File: src/rtl/audio_pkg.sv
// audio_pkg: shared types and helpers for the audio mixer / PWM output block.
//   mix_state_t : soft-mute state machine states
//   sat_trunc   : unsigned saturation of a value to a given bit width
package audio_pkg;

  typedef enum logic [1:0] {
    SILENT = 2'd0,
    RUN    = 2'd1,
    FADE   = 2'd2
  } mix_state_t;

  localparam int unsigned PWM_W_DEFAULT        = 8;
  localparam int unsigned VOL_W                = 4;
  localparam int unsigned FADE_PERIODS_DEFAULT = 16;

  function automatic logic [31:0] sat_trunc(input logic [31:0] value,
                                            input int unsigned width);
    logic [31:0] max_val;
    max_val = (32'd1 << width) - 32'd1;
    return (value > max_val) ? max_val : value;
  endfunction

endpackage

File: src/rtl/audio_mixer_pwm_core.sv
// pwm_core: free-running PWM carrier with a per-period duty latch.
//   clk, rst_n  : clock, asynchronous active-low reset
//   level       : duty value sampled on the last cycle of each period
//   boundary    : high on the last cycle of each period (pwm_cnt all-ones)
//   period_tick : registered one-cycle pulse on the first cycle of a period
//   pwm_out     : registered PWM output, high while pwm_cnt < duty_q
module pwm_core
  import audio_pkg::*;
#(
  parameter int unsigned PWM_W = PWM_W_DEFAULT
) (
  input  logic             clk,
  input  logic             rst_n,
  input  logic [PWM_W-1:0] level,
  output logic             boundary,
  output logic             period_tick,
  output logic             pwm_out
);

  logic [PWM_W-1:0] pwm_cnt;
  logic [PWM_W-1:0] duty_q;

  assign boundary = (pwm_cnt == '1);

  always_ff @(posedge clk or negedge rst_n) begin
    if (!rst_n) begin
      pwm_cnt     <= '0;
      duty_q      <= '0;
      period_tick <= 1'b0;
      pwm_out     <= 1'b0;
    end else begin
      pwm_cnt     <= pwm_cnt + PWM_W'(1);
      period_tick <= boundary;
      if (boundary) begin
        duty_q <= level;
      end
      pwm_out <= (pwm_cnt < duty_q);
    end
  end

endmodule

File: src/rtl/audio_mixer_pwm.sv
// audio_mixer_pwm: weighted mix of 1-bit tone channels, volume scaling with
// soft-mute fade, and single-pin PWM output.
//   clk, rst_n   : clock, asynchronous active-low reset
//   ch_in/ch_en  : tone inputs and per-channel enables
//   ch_weight    : packed per-channel weights, channel i at [i*WEIGHT_W +: WEIGHT_W]
//   master_vol   : master volume 0..15
//   mute         : soft-mute request level
//   pwm_out      : PWM audio output
//   period_tick  : pulse on the first cycle of each PWM period
//   audio_active : high in RUN or FADE
module audio_mixer_pwm
  import audio_pkg::*;
#(
  parameter int unsigned NUM_CH       = 4,
  parameter int unsigned WEIGHT_W     = 4,
  parameter int unsigned PWM_W        = PWM_W_DEFAULT,
  parameter int unsigned FADE_PERIODS = FADE_PERIODS_DEFAULT
) (
  input  logic                         clk,
  input  logic                         rst_n,
  input  logic [NUM_CH-1:0]            ch_in,
  input  logic [NUM_CH-1:0]            ch_en,
  input  logic [NUM_CH*WEIGHT_W-1:0]   ch_weight,
  input  logic [VOL_W-1:0]             master_vol,
  input  logic                         mute,
  output logic                         pwm_out,
  output logic                         period_tick,
  output logic                         audio_active
);

  localparam int unsigned SUM_W  = WEIGHT_W + $clog2(NUM_CH);
  localparam int unsigned PROD_W = SUM_W + VOL_W;
  localparam int unsigned FC_W   = (FADE_PERIODS > 1) ? $clog2(FADE_PERIODS) : 1;

  logic [SUM_W-1:0]  sum_d;
  logic [SUM_W-1:0]  sum_q;
  logic [PROD_W-1:0] prod;
  logic [PWM_W-1:0]  lvl_d;
  logic [PWM_W-1:0]  lvl_q;
  logic              boundary;

  mix_state_t        state;
  mix_state_t        state_nxt;
  logic [VOL_W-1:0]  eff_vol;
  logic [VOL_W-1:0]  vol_nxt;
  logic [FC_W-1:0]   fade_cnt;
  logic [FC_W-1:0]   fcnt_nxt;

  // Mix pipeline: runs every cycle regardless of state.
  always_comb begin
    sum_d = '0;
    for (int unsigned i = 0; i < NUM_CH; i++) begin
      if (ch_in[i] && ch_en[i]) begin
        sum_d = sum_d + SUM_W'(ch_weight[i*WEIGHT_W +: WEIGHT_W]);
      end
    end
  end

  assign prod  = PROD_W'(sum_q) * PROD_W'(eff_vol);
  assign lvl_d = PWM_W'(sat_trunc(32'(prod), PWM_W));

  always_ff @(posedge clk or negedge rst_n) begin
    if (!rst_n) begin
      sum_q <= '0;
      lvl_q <= '0;
    end else begin
      sum_q <= sum_d;
      lvl_q <= lvl_d;
    end
  end

  // Soft-mute FSM: state register.
  always_ff @(posedge clk or negedge rst_n) begin
    if (!rst_n) begin
      state    <= SILENT;
      eff_vol  <= '0;
      fade_cnt <= '0;
    end else begin
      state    <= state_nxt;
      eff_vol  <= vol_nxt;
      fade_cnt <= fcnt_nxt;
    end
  end

  // Soft-mute FSM: next state. Everything advances only on period boundaries.
  always_comb begin
    state_nxt = state;
    vol_nxt   = eff_vol;
    fcnt_nxt  = fade_cnt;
    if (boundary) begin
      unique case (state)
        SILENT: begin
          vol_nxt = '0;
          if (!mute) begin
            state_nxt = RUN;
            vol_nxt   = master_vol;
          end
        end
        RUN: begin
          vol_nxt = master_vol;
          if (mute) begin
            state_nxt = FADE;
            fcnt_nxt  = '0;
          end
        end
        FADE: begin
          if (!mute) begin
            state_nxt = RUN;
            vol_nxt   = master_vol;
          end else if (eff_vol == '0) begin
            state_nxt = SILENT;
          end else if (fade_cnt == FC_W'(FADE_PERIODS - 1)) begin
            // Step down; leave straight to SILENT on the step that reaches 0.
            fcnt_nxt = '0;
            vol_nxt  = eff_vol - VOL_W'(1);
            if (eff_vol == VOL_W'(1)) begin
              state_nxt = SILENT;
            end
          end else begin
            fcnt_nxt = fade_cnt + FC_W'(1);
          end
        end
        default: begin
          state_nxt = SILENT;
          vol_nxt   = '0;
          fcnt_nxt  = '0;
        end
      endcase
    end
  end

  // Soft-mute FSM: outputs.
  always_comb begin
    audio_active = (state != SILENT);
  end

  pwm_core #(
    .PWM_W (PWM_W)
  ) u_pwm_core (
    .clk         (clk),
    .rst_n       (rst_n),
    .level       (lvl_q),
    .boundary    (boundary),
    .period_tick (period_tick),
    .pwm_out     (pwm_out)
  );

endmodule

File: config.mk
export PLATFORM = sky130hd
export DESIGN_NAME = audio_mixer_pwm
export DESIGN_NICKNAME = d
export VERILOG_FILES = /design/src/rtl/audio_pkg.sv /design/src/rtl/audio_mixer_pwm_core.sv /design/src/rtl/audio_mixer_pwm.sv
export SDC_FILE = /design/constraint.sdc
export NUM_CORES = 1
export LEC_CHECK = 0
export ABC_AREA = 1
export ABC_CLOCK_PERIOD_IN_PS = 3300
export CORE_ASPECT_RATIO = 1.75
export CORE_MARGIN = 8
export CORE_UTILIZATION = 31
export DETAILED_ROUTE_END_ITERATION = 10
export REMOVE_ABC_BUFFERS = 1
export SYNTH_ARGS = -nofsm -noshare
export SYNTH_HDL_FRONTEND = slang
export SYNTH_SLANG_ARGS = --single-unit
File: constraint.sdc
create_clock -name clk -period 3.3 [get_ports clk]
set_input_delay 0.66 -clock clk [delete_from_list [all_inputs] [get_ports clk]]
set_output_delay 0.66 -clock clk [all_outputs]
set_load 0.02 [all_outputs]
==> impl_metrics.csv, run 1 <==
group,metric,value,unit
status,status,"complete, but fails checks",
status,violations,"negative setup slack",
power_and_ir_drop,ir_drop,0.294,mV
floorplan,rows,50,
floorplan,io_pins,34,
timing,clock_skew,0.00719,ns
clocking,clock-sinks,42,
logic_synthesis,yosysTopAreaCell,"dfrtp_1",
logic_synthesis,synth_ff_type,"dfrtp_1",
critical_path,worst-path-stages,17,
critical_path,crit_type,"in2reg",
route,drtAntennaViolNets,0,
timing,drv_slew,0,
timing,tns,-0.0386,ns
grt,grt_max_degree,43,
grt,grt_pass1_wl,13100,µm
route,wl,7740,µm
logic_synthesis,synth-edff-count,0,
clocking,cts.hold.buffers_added,0,
clocking,cts_tree,"built",
timing,setup_viol,1,
layout,area_delta_synth_final,32.9,%
clocking,clkTransAtPathRegs,0.06,ns
critical_path,worst-r2r-setup-slack,0.23,ns
floorplan,initial_core_util,0.316,
clocking,clk_path_buf_depth,2,
timing,clock.fmax,300,MHz
grt,grt_pass1_vias,3117,
route,drt-pass1-iter-count,4,
placed_design,routabilityCongestion,0.841,
logic_synthesis,synthCells,430,
critical_path,crit_fanout,4,
layout,layout_commonest_cell,"nand2_1",
critical_path,worstPathArrival,3.52,ns
layout,most-common-layout-cells,"105 x nand2_1, 66 x inv_1, 42 x dfrtp_1",
hold_path,min_path_cells,2,
layout,drive_gt1_frac,0.203,
logic_synthesis,synthAdderAreaFrac,0.203,
timing,setup_ws,-0.0386,ns
route,route.vias.total,3001,
power_and_ir_drop,power,1.66,mW
critical_path,path_cells,"buf_6 > nand2_4 > buf_4 > inv_2 > nand2_2 > fa_2 > o21ai_4 > fa_2 > nand2_2 > nand2_2 > fa_1 > nand2_1 > nand2_1 > a21oi_1 > o21ai_0 > nand2_1 > inv_1",
floorplan,die_h,154,µm
placed_design,post-place-ws,-0.891,ns
timing,post-route-period-util,1.01,
placed_design,dp.cells,612,
grt,grt_use_total,0.110,
logic_synthesis,synth_top_family_by_area,"simple AND/OR/NAND/NOR gates",
critical_path,rr_endpoint,"lvl_q[4]$_DFF_PN0_",
layout,nets,581,
timing,rsz0062_at_grt,"yes",
grt,antenna_found_initial,0,
critical_path,path_buf_inv,4,
placed_design,port_buffers,33,
layout,insertedDiodeCount,0,
placed_design,hpwl,6090,µm
job,cap_violations,0,
layout,n_fill_cell,1043,
timing,hold_viol,0,
hold_path,hp-class,"reg2reg",
logic_synthesis,ys.warnings.count,0,
floorplan,die_w,94.7,µm
critical_path,reg2regPathDepth,11,
critical_path,cpPeakStageDelay,0.47,ns
clocking,insertion_delay,0.29,ns
logic_synthesis,yosysUniqueCellTypes,35,
logic_synthesis,synth_top_area_share,0.313,
layout,fin_cells,633,
route,drtIter0Drc,128,
timing,tightest_slew,0.906,ns
critical_path,cp_slowest_cell,"fa_2",
timing,slew_headroom,0.396,
logic_synthesis,avgSynthCellArea,7.81,µm²
power_and_ir_drop,p_leak,2.39,nW
logic_synthesis,synth_area_leaders,"dfrtp_1 31%, ha_1 14%, nand2_1 12%",
grt,grt_remaining_overflow,0,
logic_synthesis,synth.cell_area,3360,µm²
logic_synthesis,synth_compound_area_frac,0.100,
route,wire_per_inst,12.2,µm
route,drc,0,
critical_path,cp-start-kind,"primary input",
floorplan,core-area,10600,µm²
critical_path,r2r_start,"eff_vol[3]$_DFFE_PN0P_",
layout,fin_util,0.420,
power_and_ir_drop,cellPowerDensity,372,nW/µm²
route,avgViaCountPerCell,4.74,
clocking,htree_levels,2,
critical_path,crit_required,3.48,ns
floorplan,dieArea,14600,µm²
hold_path,hp-start,"lvl_q[0]$_DFF_PN0_",
logic_synthesis,synthXorXnorAreaFrac,0.0365,
logic_synthesis,ys_seq_area_frac,0.313,
logic_synthesis,yosys.area_share.simple,0.253,
logic_synthesis,synthArstFlopShare,1.00,
timing,period_needed,3.34,ns
logic_synthesis,ys_ff_latch,42,
logic_synthesis,synthMuxAreaShare,0.00335,
hold_path,hold_path_end,"u_pwm_core.duty_q[0]$_DFFE_PN0P_",
clocking,cts_inserted_buffers,5,
critical_path,cp-end-kind,"flop",
clocking,clockRootBuffer,"clkbuf_16",
critical_path,path_delay_family,"adder cells",
final cells by class:
class	count	area, µm²	share of cell area
Clock buffer	5	125	0.0280
Inverter	74	279	0.0625
Multi-Input combinational cell	310	2180	0.489
Tap cell	130	163	0.0364
Clock inverter	3	68.8	0.0154
Timing Repair Buffer	69	596	0.133
Sequential cell	42	1050	0.235
through the flow:
stage          hold slack (ns)  instance area, µm²
2_1_floorplan            0.364                3330
3_3_place_gp             0.422                3990
3_5_place_dp             0.435                3990
4_1_cts                  0.449                4340
5_1_grt                  0.476                4460
6_report                 0.445                4460
power breakdown:
group,internal [mW],switching [mW],total [mW]
Sequential,0.561,0.0245,0.586
Clock,0.435,0.203,0.638
Combinational,0.216,0.220,0.436
Total,1.21,0.448,1.66
cell usage after synthesis, types with 2 or more instances:
cell	number
a21boi_0	2
a21oi_1	17
a31oi_1	5
buf_2	3
dfrtp_1	42
fa_1	11
ha_1	37
inv_1	70
inv_2	3
nand2_1	111
nand2_2	3
nand3_1	30
nand3b_1	5
nand4_1	3
nor2_1	22
nor2_2	3
nor2_4	3
nor3_1	2
o21ai_0	24
o21ai_1	4
o21ai_2	3
or2_2	2
xnor2_1	4
xor2_1	10
how the worst max path moves through the flow:
| stage | start | endpoint | slack (ns) |
|---|---|---|---|
| after floorplan | ch_in[0] | sum_q[5]$_DFF_PN0_ | -0.20 |
| after global placement | ch_in[0] | sum_q[5]$_DFF_PN0_ | -0.78 |
| after detailed placement | ch_in[0] | sum_q[4]$_DFF_PN0_ | -0.89 |
| after CTS | ch_en[0] | sum_q[5]$_DFF_PN0_ | -0.04 |
| after global routing | ch_en[0] | sum_q[4]$_DFF_PN0_ | -0.14 |
| final | ch_en[0] | sum_q[4]$_DFF_PN0_ | -0.04 |
kinds of logic (layout without fill, tap and decap cells):
group,count (synthesis),in the layout
buffers and inverters,78,151
flip-flops,42,42
multiplexers,1,1
adder cells (fa/ha/maj),48,48
XOR/XNOR,14,14
AND/OR/NAND/NOR,188,188
AO/OA/AOI/OAI,59,59
routing by layer:
layer	global-route usage	share of wire	up-vias
met3	0.0254	0.037	22
li1	-	-	1528
met4	0.0584	0.035	0
met1	0.0983	0.36	1400
met5	0	0	-
met2	0.213	0.57	51
sequential cells by signal, indices dropped and copies added, names as in the netlist:
register                cells
fade_cnt                    4
sum_q                       6
eff_vol                     4
lvl_q                       8
u_pwm_core.pwm_out          1
u_pwm_core.duty_q           8
u_pwm_core.pwm_cnt          8
state                       2
u_pwm_core.period_tick      1
tightest hold or removal path, delay by kind of cell, from the launching register on:
family	cells	cell delay (ns)
AND/OR/NAND/NOR	2	0.10
flip-flops	1	0.32
repair_timing:
action,4_1_cts,5_1_grt
pin swaps,24,21
resized for setup,38,21
setup endpoints to repair,5,5
setup buffers,11,2
No activity file was read; power rests on OpenSTA's default activity.
==> run 2: changes to the inputs <==
--- a/config.mk
+++ b/config.mk
@@ -10,6 +10,7 @@
 export CORE_ASPECT_RATIO = 1.75
 export CORE_MARGIN = 8
 export CORE_UTILIZATION = 31
+export CTS_BUF_LIST = sky130_fd_sc_hd__clkbuf_4 sky130_fd_sc_hd__clkbuf_8
 export DETAILED_ROUTE_END_ITERATION = 10
 export REMOVE_ABC_BUFFERS = 1
 export SYNTH_ARGS = -nofsm -noshare
==> impl_metrics.csv, run 2 (same netlist as run 1, synthesis figures left out) <==
group,metric,value,unit
floorplan,core-area,10600,µm²
route,wl,7730,µm
clocking,clk_path_buf_depth,2,
layout,fin_util,0.414,
critical_path,worstPathArrival,3.52,ns
floorplan,rows,50,
timing,post-route-period-util,1.01,
power_and_ir_drop,ir_drop,0.252,mV
power_and_ir_drop,p_leak,2.36,nW
grt,grt_max_degree,43,
layout,insertedDiodeCount,0,
clocking,clock-sinks,42,
layout,most-common-layout-cells,"105 x nand2_1, 66 x inv_1, 42 x dfrtp_1",
critical_path,path_delay_family,"adder cells",
grt,grt_pass1_wl,13000,µm
route,route.vias.total,3003,
clocking,clkTransAtPathRegs,0.09,ns
layout,stdcell_area,4410,µm²
placed_design,placed_area,3990,µm²
floorplan,die_w,94.7,µm
timing,hold_viol,0,
route,drt-pass1-iter-count,6,
critical_path,crit_type,"in2reg",
job,cap_violations,0,
critical_path,cpPeakStageDelay,0.47,ns
clocking,cts_tree,"built",
floorplan,initial_core_util,0.316,
timing,tns,-0.0219,ns
route,avgViaCountPerCell,4.74,
grt,grt_remaining_overflow,0,
timing,period_needed,3.32,ns
placed_design,port_buffers,33,
clocking,cts.hold.buffers_added,0,
critical_path,path_cells,"buf_6 > nand2_4 > buf_4 > inv_2 > nand2_2 > fa_2 > o21ai_4 > fa_2 > nand2_2 > nand2_2 > fa_1 > nand2_1 > nand2_1 > a21oi_1 > o21ai_0 > nand2_1 > inv_1",
critical_path,crit_fanout,4,
critical_path,path_buf_inv,4,
status,status,"complete, but fails checks",
grt,grt_pass1_vias,3099,
timing,setup_viol,1,
layout,biggestRegsByFlops,"lvl_q x8, u_pwm_core.duty_q x8, u_pwm_core.pwm_cnt x8",
timing,slew_headroom,0.391,
power_and_ir_drop,cellPowerDensity,343,nW/µm²
timing,rsz0062_at_grt,"yes",
critical_path,cp-end-kind,"flop",
floorplan,dieArea,14600,µm²
floorplan,io_pins,34,
critical_path,cp-start-kind,"primary input",
layout,area_delta_synth_final,31.2,%
placed_design,hpwl,6090,µm
timing,setup_ws,-0.0219,ns
timing,tightest_slew,0.914,ns
layout,fin_cells,633,
route,drtAntennaViolNets,0,
timing,clock.fmax,301,MHz
route,wire_per_inst,12.2,µm
placed_design,routabilityCongestion,0.841,
layout,nets,581,
timing,drv_slew,0,
route,drtIter0Drc,146,
critical_path,cp_slowest_cell,"fa_2",
route,drc,0,
timing,clock_skew,0.0116,ns
clocking,cts_inserted_buffers,5,
grt,grt_use_total,0.109,
status,violations,"negative setup slack",
hold_path,hp-class,"reg2reg",
critical_path,crit_required,3.50,ns
power_and_ir_drop,power,1.51,mW
layout,drive_gt1_frac,0.203,
clocking,clockRootBuffer,"clkbuf_8",
layout,layout_commonest_cell,"nand2_1",
clocking,insertion_delay,0.31,ns
clocking,htree_levels,2,
grt,antenna_found_initial,0,
floorplan,die_h,154,µm
placed_design,dp.cells,612,
[run 2: cell types whose count changed in the layout (fill, tap and decap cells not counted)]
cell / before / now
clkbuf_8: 0 / 5
clkbuf_16: 5 / 0
[run 2: per-layer routing]
metal | global-route usage | vias up | part of all wire
li1 | - | 1524 | -
met1 | 0.0980 | 1409 | 0.36
met2 | 0.212 | 49 | 0.57
met3 | 0.0224 | 21 | 0.035
met4 | 0.0584 | 0 | 0.036
met5 | 0 | - | 0
[run 2: what timing repair did]
item	4_1_cts	5_1_grt
setup endpoints to repair	5	4
pin swaps	24	21
gates resized for setup	38	21
buffers inserted	11	2
[run 2: where the power goes]
| group | switching, mW | internal, mW | leakage (nW) |
|---|---|---|---|
| Sequential | 0.0245 | 0.560 | 0.539 |
| Combinational | 0.220 | 0.216 | 1.75 |
| Clock | 0.188 | 0.303 | 0.0683 |
[run 2: tightest hold or removal path, stage by stage (launching register included)]
cell     delay, ns
dfrtp_1       0.33
nand2_1       0.05
nand2_1       0.05
[run 2: layout make-up]
class / instances / area (µm²)
Clock inverter: 3 / 68.8
Fill cell: 1054 / 6230
Inverter: 74 / 279
Multi-Input combinational cell: 310 / 2180
Sequential cell: 42 / 1050
Clock buffer: 5 / 68.8
Timing Repair Buffer: 69 / 596
Tap cell: 130 / 163
[run 2: final timing paths]
check / slack [ns] / end / from / depth (start not counted)
min in group asynchronous: 0.48 / u_pwm_core.pwm_cnt[5]$_DFF_PN0_ / rst_n / 1
worst max-delay path: -0.02 / sum_q[4]$_DFF_PN0_ / ch_en[0] / 17
worst min register to register: 0.45 / u_pwm_core.duty_q[0]$_DFFE_PN0P_ / lvl_q[0]$_DFF_PN0_ / 2
max in group asynchronous: 2.24 / eff_vol[1]$_DFFE_PN0P_ / rst_n / 1
worst min-delay path: 0.45 / u_pwm_core.duty_q[0]$_DFFE_PN0P_ / lvl_q[0]$_DFF_PN0_ / 2
worst max register to register: 0.22 / lvl_q[6]$_DFF_PN0_ / eff_vol[3]$_DFFE_PN0P_ / 11
[run 2: per-stage QoR]
stage	hold slack, ns	setup WS [ns]
floorplan	0.364	-0.198
global placement	0.422	-0.779
detailed placement	0.435	-0.891
CTS	0.455	-0.0148
global route	0.483	-0.114
finish	0.451	-0.0219
==> run 3: changes to the inputs <==
--- a/config.mk
+++ b/config.mk
@@ -12,6 +12,9 @@
 export CORE_UTILIZATION = 31
 export CTS_BUF_LIST = sky130_fd_sc_hd__clkbuf_4 sky130_fd_sc_hd__clkbuf_8
 export DETAILED_ROUTE_END_ITERATION = 10
+export DONT_BUFFER_PORTS = 1
+export MAX_ROUTING_LAYER = met4
+export PLACE_DENSITY = 0.55
 export REMOVE_ABC_BUFFERS = 1
 export SYNTH_ARGS = -nofsm -noshare
 export SYNTH_HDL_FRONTEND = slang
==> impl_metrics.csv, run 3 (same netlist as run 1, synthesis figures left out) <==
group,metric,value,unit
status,status,"finished, final reports clean",
power_and_ir_drop,p_int,1.04,mW
grt,antenna_found_initial,0,
power_and_ir_drop,ir_drop,0.252,mV
timing,tightest_slew,0.336,ns
route,drc,0,
floorplan,rows,50,
timing,slew_headroom,0.774,
clocking,insertion_delay,0.30,ns
clocking,cts.hold.buffers_added,0,
critical_path,reg2regPathDepth,13,
route,drt-pass1-iter-count,4,
timing,setup_viol,0,
clocking,clock-sinks,42,
layout,n_fill_cell,1123,
grt,grt_pass1_wl,12500,µm
placed_design,hpwl,6030,µm
placed_design,port_buffers,0,
grt,met3_usage,0.0239,
critical_path,cp-end-kind,"flop",
critical_path,worstPathArrival,3.44,ns
critical_path,rr_endpoint,"lvl_q[5]$_DFF_PN0_",
grt,grt_remaining_overflow,0,
power_and_ir_drop,p_comb_frac,0.235,
route,drtAntennaViolNets,0,
critical_path,crit_type,"in2reg",
timing,hold_viol,0,
layout,insertedDiodeCount,0,
critical_path,r2r_start,"eff_vol[3]$_DFFE_PN0P_",
power_and_ir_drop,cellPowerDensity,368,nW/µm²
critical_path,crit_fanout,4,
timing,rsz0062_at_grt,"yes",
timing,tns,0,ns
critical_path,cp-start-kind,"primary input",
floorplan,io_pins,34,
route,drtIter0Drc,67,
timing,period_needed,3.25,ns
route,avgViaCountPerCell,4.78,
layout,area_delta_synth_final,15.3,%
floorplan,dieArea,14600,µm²
grt,grt_use_total,0.109,
critical_path,crit_required,3.49,ns
timing,drv_slew,0,
route,route.vias.total,2780,
power_and_ir_drop,clkPwrFrac,0.354,
power_and_ir_drop,p_seq_frac,0.411,
layout,drive_gt1_frac,0.146,
floorplan,die_h,154,µm
layout,fin_util,0.364,
power_and_ir_drop,p_sw_frac,0.271,
placed_design,dp.cells,570,
layout,biggestRegsByFlops,"lvl_q x8, u_pwm_core.duty_q x8, u_pwm_core.pwm_cnt x8",
grt,grt_max_degree,43,
clocking,clk_path_buf_depth,2,
clocking,clkTransAtPathRegs,0.09,ns
route,wire_per_inst,12.7,µm
floorplan,core-area,10600,µm²
placed_design,routabilityCongestion,0.812,
grt,gr-usage-met1,0.0944,
hold_path,hp-class,"in2async",
clocking,cts_tree,"built",
layout,most-common-layout-cells,"108 x nand2_1, 68 x inv_1, 41 x dfrtp_1",
timing,clock_skew,0.0103,ns
floorplan,die_w,94.7,µm
grt,grt_pass1_vias,2857,
critical_path,worst-r2r-setup-slack,0.30,ns
route,wl,7370,µm
power_and_ir_drop,p_leak,2.13,nW
clocking,cts_inserted_buffers,5,
layout,layout_commonest_cell,"nand2_1",
timing,post-route-period-util,0.986,
clocking,htree_levels,2,
timing,clock.fmax,307,MHz
floorplan,initial_core_util,0.316,
layout,fin_cells,582,
clocking,clockRootBuffer,"clkbuf_8",
job,cap_violations,0,
grt,grtUsageMet2,0.212,
grt,top_usage_layer,"met2",
layout,nets,530,
power_and_ir_drop,p_switching,0.386,mW
[run 3: cell types whose count changed in the layout (fill, tap and decap cells not counted), moves of 2 or more]
cell / change
buf_2: -2
inv_1: +2
inv_2: -3
ha_4: -5
ha_1: +5
buf_6: -2
buf_4: -18
dlygate4sd2_1: -3
o21ai_1: +2
clkdlybuf4s50_1: -24
nand2_1: +3
nand2_2: -3
[run 3: power groups by stage]
stage | registers, mW | logic [mW] | clock network, mW
global placement | 0.596 | 0.301 | 0
detailed placement | 0.597 | 0.307 | 0
finish | 0.585 | 0.335 | 0.504
global route | 0.591 | 0.386 | 0.543
CTS | 0.586 | 0.310 | 0.522
floorplan | 0.588 | 0.233 | 0
[run 3: timing repair]
| item | 4_1_cts | 5_1_grt |
|---|---|---|
| setup endpoints to repair | 2 | 11 |
| resized for setup | 3 | 24 |
| buffers inserted | 0 | 4 |
| pin swaps | 0 | 18 |
[run 3: area by class of cell]
type / instances / area [µm²] / area share
Multi-Input combinational cell: 310 / 2090 / 0.541
Sequential cell: 42 / 1050 / 0.272
Inverter: 74 / 282 / 0.0727
Tap cell: 130 / 163 / 0.0420
Timing Repair Buffer: 18 / 139 / 0.0359
Clock buffer: 6 / 82.6 / 0.0213
Clock inverter: 2 / 60.1 / 0.0155
[run 3: per-stage QoR]
| step | total power, mW | setup slack (ns) | hold WS, ns | cell area [µm²] |
|---|---|---|---|---|
| 6_report | 1.42 | 0.0461 | 0.0426 | 3870 |
| 5_1_grt | 1.52 | -0.116 | 0.0172 | 3870 |
| 4_1_cts | 1.42 | 0.0138 | 0.0308 | 3740 |
| 3_5_place_dp | 0.904 | -0.420 | 0.366 | 3600 |
| 3_3_place_gp | 0.896 | -0.301 | 0.366 | 3600 |
| 2_1_floorplan | 0.822 | -0.198 | 0.364 | 3330 |
[run 3: critical path: stages]
cell and delay (ns):
nand2_8 0.04, nor2_4 0.13, ha_4 0.16, inv_4 0.03, fa_2 0.38, xor2_1 0.17
o21ai_1 0.18, ha_1 0.32, buf_6 0.15, xnor2_2 0.11, o21ai_1 0.18, ha_1 0.30
nand2_1 0.10, nand3_2 0.09, nand2_2 0.08, inv_2 0.03, nor2_1 0.11, nor2_1 0.07
nand3_1 0.10, nand2_1 0.05
[run 3: worst max-delay path by stage]
stage                        start            endpoint  slack [ns]  cells past startpoint
after floorplan           ch_in[0]  sum_q[5]$_DFF_PN0_       -0.20                     21
after global placement    ch_in[0]  sum_q[5]$_DFF_PN0_       -0.30                     20
after detailed placement  ch_in[0]  sum_q[5]$_DFF_PN0_       -0.42                     20
after CTS                 ch_in[0]  sum_q[5]$_DFF_PN0_        0.01                     21
after global routing      ch_en[0]  sum_q[5]$_DFF_PN0_       -0.12                     21
final                     ch_en[0]  sum_q[5]$_DFF_PN0_        0.05                     20
[run 3: metal layers]
layer	vias to the layer above	part of all wire
met1	1316	0.34
met3	13	0.038
met4	0	0.026
met2	40	0.59
met5	-	0
li1	1411	-
